--- config.mk ---
export PLATFORM = sky130hd
export DESIGN_NAME = pl_mem_loader
export DESIGN_NICKNAME = d
export VERILOG_FILES = /design/src/rtl/pl_mem_loader.sv
export SDC_FILE = /design/constraint.sdc
export NUM_CORES = 1
export LEC_CHECK = 0
export BUFFER_PORTS_ARGS = -buffer_cell sky130_fd_sc_hd__buf_2
export CELL_PAD_IN_SITES_DETAIL_PLACEMENT = 2
export CELL_PAD_IN_SITES_GLOBAL_PLACEMENT = 2
export CORE_UTILIZATION = 35
export DETAILED_ROUTE_END_ITERATION = 16
export PLACE_DENSITY_LB_ADDON = 0.1
export SLEW_MARGIN = 20
export SYNTH_ARGS = -nofsm -noshare
export SYNTH_HDL_FRONTEND = slang
export SYNTH_SLANG_ARGS = --single-unit
--- constraint.sdc ---
create_clock -name clk -period 5.3 [get_ports clk]
set_input_delay 1.06 -clock clk [delete_from_list [all_inputs] [get_ports clk]]
set_output_delay 1.06 -clock clk [all_outputs]
set_load 0.01 [all_outputs]
--- src/rtl/pl_mem_loader.sv ---
// Byte-stream loader: holds the CPU in reset, writes little-endian words to data
// memory, and releases the CPU only after the XOR checksum matches.
//
// state | meaning
// IDLE  | waiting for start, CPU held
// HDR0  | accept word count N[7:0]
// HDR1  | accept word count N[15:8], validate N
// DATA  | accept payload bytes into the word shift register
// WRITE | single-cycle memory write strobe
// CSUM  | accept checksum byte and compare
// GUARD | two quiet cycles before releasing the CPU
// DONE  | load succeeded, CPU running
// ERR   | load failed, CPU held
module pl_mem_loader #(
  parameter logic [31:0] BASE_ADDR = 32'h0000_0000,
  parameter int          MAX_WORDS = 1024
) (
  input  logic        clk,
  input  logic        rst,
  input  logic        start,
  input  logic        in_valid,
  input  logic [7:0]  in_data,
  output logic        in_ready,
  output logic        cpu_rst,
  output logic        ext_memwr_sgn,
  output logic [31:0] ext_datamem_wr,
  output logic [31:0] ext_datamem_rd,
  output logic        busy,
  output logic        done,
  output logic        err,
  output logic [15:0] words_loaded
);

  typedef enum logic [3:0] {
    S_IDLE, S_HDR0, S_HDR1, S_DATA, S_WRITE, S_CSUM, S_GUARD, S_DONE, S_ERR
  } state_t;

  localparam logic [15:0] MAX_N = 16'(MAX_WORDS);

  state_t      state, state_nxt;
  logic [15:0] hdr_n, hdr_n_nxt;
  logic [23:0] word_sr, word_nxt;
  logic [1:0]  byte_idx, idx_nxt;
  logic [7:0]  checksum, csum_nxt;
  logic        guard_cnt, guard_nxt;
  logic [15:0] wl_nxt;
  logic [31:0] wdata_nxt, addr_nxt;
  logic        in_ready_nxt, cpu_rst_nxt, memwr_nxt, busy_nxt, done_nxt, err_nxt;
  logic        accept;
  logic [15:0] n_full;

  always_ff @(posedge clk) begin
    if (rst) begin
      state          <= S_IDLE;
      hdr_n          <= '0;
      word_sr        <= '0;
      byte_idx       <= '0;
      checksum       <= '0;
      guard_cnt      <= 1'b0;
      words_loaded   <= '0;
      in_ready       <= 1'b0;
      cpu_rst        <= 1'b1;
      ext_memwr_sgn  <= 1'b0;
      ext_datamem_wr <= '0;
      ext_datamem_rd <= BASE_ADDR;
      busy           <= 1'b0;
      done           <= 1'b0;
      err            <= 1'b0;
    end else begin
      state          <= state_nxt;
      hdr_n          <= hdr_n_nxt;
      word_sr        <= word_nxt;
      byte_idx       <= idx_nxt;
      checksum       <= csum_nxt;
      guard_cnt      <= guard_nxt;
      words_loaded   <= wl_nxt;
      in_ready       <= in_ready_nxt;
      cpu_rst        <= cpu_rst_nxt;
      ext_memwr_sgn  <= memwr_nxt;
      ext_datamem_wr <= wdata_nxt;
      ext_datamem_rd <= addr_nxt;
      busy           <= busy_nxt;
      done           <= done_nxt;
      err            <= err_nxt;
    end
  end

  always_comb begin
    state_nxt = state;
    hdr_n_nxt = hdr_n;
    word_nxt  = word_sr;
    idx_nxt   = byte_idx;
    csum_nxt  = checksum;
    guard_nxt = guard_cnt;
    wl_nxt    = words_loaded;
    wdata_nxt = ext_datamem_wr;
    accept    = in_valid && in_ready;
    n_full    = {in_data, hdr_n[7:0]};
    case (state)
      S_IDLE, S_DONE, S_ERR: begin
        if (start) begin
          state_nxt = S_HDR0;
          wl_nxt    = '0;
          csum_nxt  = '0;
          idx_nxt   = '0;
        end
      end
      S_HDR0: begin
        if (accept) begin
          hdr_n_nxt[7:0] = in_data;
          state_nxt      = S_HDR1;
        end
      end
      S_HDR1: begin
        if (accept) begin
          hdr_n_nxt = n_full;
          if (n_full == 16'd0)    state_nxt = S_CSUM;
          else if (n_full > MAX_N) state_nxt = S_ERR;
          else                     state_nxt = S_DATA;
        end
      end
      S_DATA: begin
        if (accept) begin
          csum_nxt = checksum ^ in_data;
          idx_nxt  = byte_idx + 2'd1;
          // bytes enter at the top so the first byte ends up in [7:0]
          if (byte_idx == 2'd3) begin
            wdata_nxt = {in_data, word_sr};
            state_nxt = S_WRITE;
          end else begin
            word_nxt = {in_data, word_sr[23:8]};
          end
        end
      end
      S_WRITE: begin
        wl_nxt = words_loaded + 16'd1;
        state_nxt = (wl_nxt == hdr_n) ? S_CSUM : S_DATA;
      end
      S_CSUM: begin
        if (accept) begin
          if (in_data == checksum) begin
            state_nxt = S_GUARD;
            guard_nxt = 1'b1;
          end else begin
            state_nxt = S_ERR;
          end
        end
      end
      S_GUARD: begin
        if (guard_cnt == 1'b0) state_nxt = S_DONE;
        else                   guard_nxt = guard_cnt - 1'b1;
      end
      default: state_nxt = S_IDLE;
    endcase
  end

  // outputs are decoded from the next state so the registered copies line up with it
  always_comb begin
    in_ready_nxt = (state_nxt == S_HDR0) || (state_nxt == S_HDR1) ||
                   (state_nxt == S_DATA) || (state_nxt == S_CSUM);
    busy_nxt     = (state_nxt == S_HDR0) || (state_nxt == S_HDR1) ||
                   (state_nxt == S_DATA) || (state_nxt == S_WRITE) ||
                   (state_nxt == S_CSUM) || (state_nxt == S_GUARD);
    cpu_rst_nxt  = (state_nxt != S_DONE);
    memwr_nxt    = (state_nxt == S_WRITE);
    done_nxt     = (state_nxt == S_DONE);
    err_nxt      = (state_nxt == S_ERR);
    addr_nxt     = BASE_ADDR + 32'({wl_nxt, 2'b00});
  end

endmodule

==> flow_metrics.env, run 1 <==
export IMPL_status="finished clean"
export IMPL_clock_skew_ns=0.0147
export IMPL_maxCapViolCount=0
export IMPL_gp_congestion=0.830
export IMPL_nFillCells=1709
export IMPL_ys_types=67
export IMPL_grt_usage_pct=21.3
export IMPL_mappedNetlistArea_sq_mm=0.00538
export IMPL_multi_input_area_sq_mm=0.00275
export IMPL_async_flop_share_pct=0
export IMPL_tightestPinTransition_ns=1.04
export IMPL_ant_nets=0
export IMPL_fmax_mhz=359
export IMPL_cts_buffers=9
export IMPL_seqCellArea_sq_mm=0.00218
export IMPL_drive_gt1_share_pct=16.9
export IMPL_clock_sinks=109
export IMPL_yosysWarnings=0
export IMPL_antenna_cells=0
export IMPL_viasPerCell=5.47
export IMPL_core_sq_mm=0.0148
export IMPL_synth_area_leader_cell="dfxtp_1"
export IMPL_crit_path_start_kind="flop"
export IMPL_synthToLayoutAreaGrowth_pct=11.1
export IMPL_root_buffer="clkbuf_16"
export IMPL_postCtsSetupRepairBufs=0
export IMPL_grt_max_degree=67
export IMPL_slew_headroom_pct=30.3
export IMPL_drt_iter0_drc=168
export IMPL_vias=4870
export IMPL_htree_levels=3
export IMPL_synth_cells=672
export IMPL_die_area_sq_mm=0.0159
export IMPL_cts_resized_gates=0
export IMPL_tns_ns=0
export IMPL_drc=0
export IMPL_syn_avg_cell_area_sq_um=8.00
export IMPL_start_util_pct=36.4
export IMPL_drt_pass1_iter_count=4
export IMPL_nNetsFinal=715
export IMPL_p_per_area_mw_per_mm2=291
export IMPL_worstPathArrival_ns=3.01
export IMPL_ios=98
export IMPL_hold_buffers=0
export IMPL_worstPathRequired_ns=5.52
export IMPL_p_total_mw=1.74
export IMPL_final_common_cell="nand2_1"
export IMPL_yosysSeqAreaShare_pct=40.6
export IMPL_wl_per_cell_um=18.6
export IMPL_crit_type="reg2reg"
export IMPL_portBuffers=81
export IMPL_fin_crit_sh_pct=52.5
export IMPL_grt_pass1_vias=4876
export IMPL_ys_flop_type="dfxtp_1"
export IMPL_ys_top_cells_by_area="dfxtp_1 41%, nand2_1 9.3%, a21oi_1 8.2%, buf_4 5.9%, nor2_1 4.0%"
export IMPL_hold_viol=0
export IMPL_die_height_um=126
export IMPL_synth_seq_cells=109
export IMPL_path_max_fanout=11
export IMPL_hold_depth=2
export IMPL_finalSetupViolations=0
export IMPL_synth_edf_count=0
export IMPL_hold_path_class="reg2reg"
export IMPL_grt_pass1_wl_um=26500
export IMPL_leakage_nw=2.25
export IMPL_grt_setup_unrepaired="no"
export IMPL_clock_latency_ns=0.36
export IMPL_worst_setup_path_end_kind="flop"
export IMPL_peakVddDrop_uv=142
export IMPL_place_hpwl_um=11500
export IMPL_finalMaxSlewViolations=0
export IMPL_fin_crit_ns=2.78
export IMPL_wl_um=16500
export IMPL_synth_top_cell_area_share_pct=40.6
export IMPL_rows=44
export IMPL_grt_overflow=0
export IMPL_layout_common_cells="133 x nand2_1, 109 x dfxtp_1, 88 x a21oi_1, 80 x buf_2, 56 x nor2_1"
export IMPL_cts_tree="yes"
export IMPL_cts_buffer_depth=2
export IMPL_worst_r2r_cell_count=7
export IMPL_die_x_um=126
export IMPL_antenna_found_initial=0
export IMPL_path_clk_slew_ns=0.08
## path summary, 6_finish.rpt
check / slack [ns] / start / endpoint
setup / recovery: 2.52 / words_loaded[0] / state[1]
setup reg to reg: 2.52 / words_loaded[0] / state[1]
hold reg to reg: 0.46 / ext_datamem_wr[1] / ext_datamem_wr[1]
hold / removal: 0.46 / ext_datamem_wr[1] / ext_datamem_wr[1]
## cell usage after synthesis (4+ instances only)
library cell,n
nor2b_1,10
nor3_1,10
buf_2,10
a22oi_1,6
a211oi_1,4
and4_1,4
a21oi_1,88
nand3_1,12
nand2_1,133
nand4_1,8
or3_1,7
clkbuf_1,27
dfxtp_1,109
nor2_1,57
buf_4,42
xor2_1,9
mux2i_1,13
o21ai_0,23
inv_1,8
nand3b_1,5
xnor2_1,14
a311oi_1,8
nor4_1,8
## worst max-delay path: stages (launching register included)
cell and delay, ns:
dfxtp_1 0.50, ha_1 0.34, nand3_1 0.39, o31a_1 0.43
or4_1 0.48, o211ai_1 0.11, o2111ai_1 0.20, o2bb2ai_1 0.19
## layer usage
layer / wire length (um) / global-route usage (%) / vias up
met5: 0 / 0 / -
li1: - / - / 2320
met1: 8410 / 30.4 / 2437
met4: 213 / 6.87 / 0
met3: 478 / 2.72 / 14
met2: 7420 / 33.3 / 99
## flip-flops by register name, indices dropped and copies added, names as in the netlist, 2 cells and up
register / cells
checksum: 8
ext_datamem_wr: 32
byte_idx: 2
state: 4
hdr_n: 16
word_sr: 24
words_loaded: 16
## area by class of cell
type	instances	area share (%)
Timing Repair Buffer	84	7.20
Clock inverter	7	2.20
Multi-Input combinational cell	489	45.9
Sequential cell	109	36.5
Inverter	8	0.503
Tap cell	184	3.85
Clock buffer	9	3.77
## power breakdown
| group | total [mW] | switching, mW | internal, mW |
|---|---|---|---|
| combinational | 0.0919 | 0.0664 | 0.0256 |
| clock | 0.814 | 0.343 | 0.471 |
| sequential | 0.832 | 0.00955 | 0.823 |
## through the flow
| step | cell area (sq um) | utilization, % | setup WS (ns) | instances | hold slack [ns] |
|---|---|---|---|---|---|
| after floorplan | 5430 | - | 2.79 | 687 | 0.432 |
| after global placement | 5620 | 38.1 | 2.52 | 874 | 0.441 |
| after detailed placement | 5620 | 38.1 | 2.35 | 874 | 0.448 |
| after CTS | 5970 | 40.5 | 2.53 | 890 | 0.459 |
| after global routing | 5970 | 40.5 | 2.33 | 890 | 0.467 |
| final | 5970 | 40.5 | 2.52 | 890 | 0.456 |
## kinds of logic after synthesis
kind of cell | synth area share [%]
flops | 40.6
compound gates | 17.4
xor+xnor | 3.75
buf+inv | 9.63
fa+ha+maj | 0.465
mux | 2.42
other cells | 0.0697
simple gates | 25.7
Note: power is estimated with default switching activity, not from simulation.
==> run 2: changes to the inputs <==
--- a/config.mk
+++ b/config.mk
@@ -8,7 +8,7 @@
 export BUFFER_PORTS_ARGS = -buffer_cell sky130_fd_sc_hd__buf_2
 export CELL_PAD_IN_SITES_DETAIL_PLACEMENT = 2
 export CELL_PAD_IN_SITES_GLOBAL_PLACEMENT = 2
-export CORE_UTILIZATION = 35
+export CORE_UTILIZATION = 32
 export DETAILED_ROUTE_END_ITERATION = 16
 export PLACE_DENSITY_LB_ADDON = 0.1
 export SLEW_MARGIN = 20
==> constraint.sdc (replaced) <==
create_clock -name clk -period 2.9 [get_ports clk]
set_input_delay 0.58 -clock clk [delete_from_list [all_inputs] [get_ports clk]]
set_output_delay 0.58 -clock clk [all_outputs]
set_load 0.01 [all_outputs]
==> flow_metrics.env, run 2 (synthesis results as in run 1) <==
export IMPL_cts_resized_gates=0
export IMPL_peakVddDrop_uv=264
export IMPL_path_max_fanout=10
export IMPL_fmax_mhz=415
export IMPL_clock_skew_ns=0.00988
export IMPL_grt_pass1_wl_um=27500
export IMPL_final_util_pct=36.6
export IMPL_hold_path_class="reg2reg"
export IMPL_finalSetupViolations=0
export IMPL_start_util_pct=32.7
export IMPL_cts_buffers=9
export IMPL_place_ws_ns=0.352
export IMPL_postCtsSetupRepairBufs=0
export IMPL_die_x_um=132
export IMPL_tightestPinTransition_ns=0.872
export IMPL_crit_type="reg2reg"
export IMPL_viasPerCell=5.22
export IMPL_path_clk_slew_ns=0.08
export IMPL_die_height_um=132
export IMPL_clock_latency_ns=0.36
export IMPL_worstPathArrival_ns=2.65
export IMPL_drt_pass1_iter_count=6
export IMPL_antenna_found_initial=0
export IMPL_die_area_sq_mm=0.0173
export IMPL_grt_pass1_vias=5050
export IMPL_hold_viol=0
export IMPL_ios=98
export IMPL_core_sq_mm=0.0165
export IMPL_leakage_nw=2.26
export IMPL_largest_register_ffs=32
export IMPL_finalMaxSlewViolations=0
export IMPL_htree_levels=3
export IMPL_maxCapViolCount=0
export IMPL_wl_um=16900
export IMPL_worstPathRequired_ns=3.13
export IMPL_final_common_cell="nand2_1"
export IMPL_grt_overflow=0
export IMPL_antenna_cells=0
export IMPL_drc=0
export IMPL_place_hpwl_um=12200
export IMPL_postPlaceCellArea_sq_mm=0.00574
export IMPL_drive_gt1_share_pct=17.8
export IMPL_ant_nets=0
export IMPL_reg_top3="ext_datamem_wr: 32 flops, word_sr: 24 flops"
export IMPL_nFillCells=1965
export IMPL_largest_register="ext_datamem_wr"
export IMPL_clock_sinks=109
export IMPL_synthToLayoutAreaGrowth_pct=12.0
export IMPL_fin_crit_sh_pct=83.2
export IMPL_wl_per_cell_um=18.0
export IMPL_status="finished clean"
export IMPL_layout_common_cells="133 x nand2_1, 109 x dfxtp_1, 88 x a21oi_1, 80 x buf_2, 56 x nor2_1"
export IMPL_stdcell_area_sq_mm=0.00602
export IMPL_root_buffer="clkbuf_16"
export IMPL_grt_usage_pct=20.1
export IMPL_gp_congestion=0.845
export IMPL_p_per_area_mw_per_mm2=483
export IMPL_grt_setup_unrepaired="no"
export IMPL_finalWorstSetupSlack_ns=0.488
export IMPL_crit_path_start_kind="flop"
export IMPL_cts_tree="yes"
export IMPL_worst_setup_path_end_kind="flop"
export IMPL_slew_headroom_pct=41.9
export IMPL_hold_buffers=0
export IMPL_drt_iter0_drc=231
export IMPL_rows=47
export IMPL_portBuffers=81
export IMPL_vias=4881
export IMPL_fin_crit_ns=2.41
export IMPL_tns_ns=0
export IMPL_cts_buffer_depth=2
export IMPL_grt_max_degree=47
export IMPL_nNetsFinal=724
## run 2: final timing paths
path                                   startpoint           endpoint  slack [ns]  cells past startpoint
worst max-delay path              words_loaded[0]           state[1]        0.49                      8
worst min-delay path            ext_datamem_wr[0]  ext_datamem_wr[0]        0.45                      2
worst max register to register    words_loaded[0]           state[1]        0.49                      8
worst min register to register  ext_datamem_wr[0]  ext_datamem_wr[0]        0.45                      2
## run 2: final cells by class
cell class,instances,area (sq um),share of cell area [%]
Timing Repair Buffer,93,510,8.48
Clock buffer,10,239,3.97
Sequential cell,109,2180,36.2
Multi-Input combinational cell,489,2740,45.5
Inverter,8,30.0,0.499
Clock inverter,6,43.8,0.727
Tap cell,220,275,4.57
## run 2: through the flow
stage / hold WS (ns) / total power [mW] / cells
floorplan: 0.432 / 1.68 / 687
global placement: 0.441 / 1.72 / 919
detailed placement: 0.446 / 1.73 / 919
CTS: 0.457 / 2.96 / 935
global route: 0.478 / 3.03 / 935
finish: 0.454 / 2.91 / 935
## run 2: report_power, final
part | total [mW] | internal, mW | leakage [nW] | switching (mW)
registers | 1.52 | 1.50 | 0.879 | 0.0168
logic | 0.171 | 0.0514 | 1.24 | 0.120
clock network | 1.22 | 0.614 | 0.140 | 0.603
## run 2: layer usage
layer / part of all wire, % / track usage [%] / vias to the layer above
li1: - / - / 2348
met1: 50 / 28.2 / 2439
met2: 45 / 31.5 / 84
met3: 3.7 / 3.59 / 10
met4: 1.1 / 5.62 / 0
met5: 0 / 0 / -
## run 2: worst max-delay path, cell delays in order, from the launching register on
cell       delay (ns)
dfxtp_1          0.49
ha_1             0.32
nand3_1          0.17
buf_4            0.22
nor3_1           0.50
nand4_1          0.16
o211ai_1         0.12
o2111ai_1        0.16
o2bb2ai_1        0.16
==> run 3: changes to the inputs <==
--- a/config.mk
+++ b/config.mk
@@ -8,7 +8,7 @@
 export BUFFER_PORTS_ARGS = -buffer_cell sky130_fd_sc_hd__buf_2
 export CELL_PAD_IN_SITES_DETAIL_PLACEMENT = 2
 export CELL_PAD_IN_SITES_GLOBAL_PLACEMENT = 2
-export CORE_UTILIZATION = 32
+export CORE_UTILIZATION = 29
 export DETAILED_ROUTE_END_ITERATION = 16
 export PLACE_DENSITY_LB_ADDON = 0.1
 export SLEW_MARGIN = 20
==> constraint.sdc (replaced) <==
create_clock -name clk -period 2.2 [get_ports clk]
set_input_delay 0.44 -clock clk [delete_from_list [all_inputs] [get_ports clk]]
set_output_delay 0.44 -clock clk [all_outputs]
set_load 0.01 [all_outputs]
==> flow_metrics.env, run 3 (synthesis results as in run 1) <==
export IMPL_worstPathArrival_ns=2.34
export IMPL_fmax_mhz=476
export IMPL_p_per_area_mw_per_mm2=614
export IMPL_ant_nets=0
export IMPL_peakVddDrop_uv=393
export IMPL_cts_resized_gates=0
export IMPL_place_ws_ns=-0.00760
export IMPL_grtUsageMet1_pct=26.3
export IMPL_synthToLayoutAreaGrowth_pct=19.2
export IMPL_worst_setup_path_end_kind="flop"
export IMPL_p_clk_share_pct=42.4
export IMPL_hold_viol=0
export IMPL_drt_pass1_iter_count=11
export IMPL_vias=5023
export IMPL_p_total_mw=3.94
export IMPL_final_common_cell="nand2_1"
export IMPL_hold_path_class="in2reg"
export IMPL_p_int_mw=2.91
export IMPL_rows=49
export IMPL_seqPwrFrac_pct=50.7
export IMPL_viasPerCell=5.07
export IMPL_violations="DRC"
export IMPL_wl_per_cell_um=18.0
export IMPL_crit_type="reg2reg"
export IMPL_slew_headroom_pct=57.2
export IMPL_largest_register_ffs=32
export IMPL_place_hpwl_um=13100
export IMPL_antenna_found_initial=0
export IMPL_die_area_sq_mm=0.0191
export IMPL_core_sq_mm=0.0181
export IMPL_nNetsFinal=770
export IMPL_maxCapViolCount=0
export IMPL_htree_levels=3
export IMPL_fin_crit_ns=2.10
export IMPL_crit_path_start_kind="flop"
export IMPL_status="finished, violations left"
export IMPL_use_met2_pct=30.6
export IMPL_ios=98
export IMPL_clock_sinks=109
export IMPL_met3_usage_pct=3.64
export IMPL_grt_overflow=0
export IMPL_path_max_fanout=5
export IMPL_leakage_nw=2.49
export IMPL_reg_top3="ext_datamem_wr: 32 flops, word_sr: 24 flops"
export IMPL_finalWorstSetupSlack_ns=0.0985
export IMPL_grt_setup_unrepaired="yes"
export IMPL_tightestPinTransition_ns=0.642
export IMPL_grt_pass1_wl_um=28700
export IMPL_grt_max_degree=44
export IMPL_path_clk_slew_ns=0.09
export IMPL_drc=8
export IMPL_die_height_um=138
export IMPL_die_x_um=138
export IMPL_start_util_pct=29.7
export IMPL_largest_register="ext_datamem_wr"
export IMPL_cts_buffer_depth=2
export IMPL_antenna_cells=0
export IMPL_portBuffers=81
export IMPL_pwr_share_comb_pct=6.9
export IMPL_wl_um=17800
export IMPL_finalSetupViolations=0
export IMPL_layout_common_cells="133 x nand2_1, 108 x dfxtp_1, 88 x a21oi_1, 80 x buf_2, 58 x buf_4"
export IMPL_gp_congestion=0.793
export IMPL_finalMaxSlewViolations=0
export IMPL_grt_pass1_vias=5189
export IMPL_cts_buffers=9
export IMPL_cts_tree="yes"
export IMPL_postCtsSetupRepairBufs=0
export IMPL_drive_gt1_share_pct=23.1
export IMPL_hold_buffers=0
export IMPL_drt_iter0_drc=198
export IMPL_grt_usage_pct=19.0
export IMPL_fin_worst_hold_slack_ns=0.417
export IMPL_stdcell_area_sq_mm=0.00641
export IMPL_netSwitchingFraction_pct=26.2
export IMPL_postPlaceCellArea_sq_mm=0.00609
export IMPL_power_switching_mw=1.03
export IMPL_fin_crit_sh_pct=95.5
export IMPL_clock_latency_ns=0.37
export IMPL_clock_skew_ns=0.0136
export IMPL_worstPathRequired_ns=2.44
export IMPL_top_usage_layer="met2"
export IMPL_root_buffer="clkbuf_16"
run 3: metal layers:
layer,part of all wire (%),vias up
met4,1.1,0
met1,51,2495
met2,45,77
met3,3.1,12
li1,-,2439
met5,0,-
run 3: stage by stage:
| step | std cells | TNS, ns | util, % |
|---|---|---|---|
| detailed placement | 974 | -0.0113 | 33.7 |
| global route | 990 | -0.00355 | 35.4 |
| finish | 990 | 0 | 35.4 |
| floorplan | 687 | 0 | - |
| CTS | 990 | 0 | 35.4 |
| global placement | 974 | 0 | 33.7 |
run 3: worst max-delay path, cell delays in order, from the launching register on:
cell	delay, ns
dfxtp_1	0.35
ha_2	0.23
nand3_1	0.14
o31a_1	0.34
or4_1	0.48
o211ai_1	0.13
o2111ai_2	0.15
o2bb2ai_1	0.15
run 3: power by group through the flow:
| stage | Combinational (mW) | Sequential (mW) | Clock (mW) |
|---|---|---|---|
| global placement | 0.264 | 2.04 | 0 |
| floorplan | 0.175 | 2.04 | 0 |
| detailed placement | 0.272 | 2.04 | 0 |
| global route | 0.299 | 2.00 | 1.81 |
| CTS | 0.273 | 2.00 | 1.75 |
| finish | 0.272 | 2.00 | 1.67 |
run 3: worst paths after layout:
path	startpoint	endpoint	slack [ns]	cells past startpoint
min	in_data[6]	word_sr[22]	0.42	3
max reg2reg	words_loaded[1]	state[1]	0.1	7
min reg2reg	ext_datamem_wr[6]	ext_datamem_wr[6]	0.45	2
max	words_loaded[1]	state[1]	0.1	7
run 3: area by class of cell:
class / instances / area, sq um
well taps: 229 / 287
inverters: 8 / 30.0
clock inverters: 6 / 63.8
fillers: 2107 / 11700
flip-flops and latches: 109 / 2180
clock buffers: 10 / 239
repair buffers: 139 / 856
multi-input cells: 489 / 2750
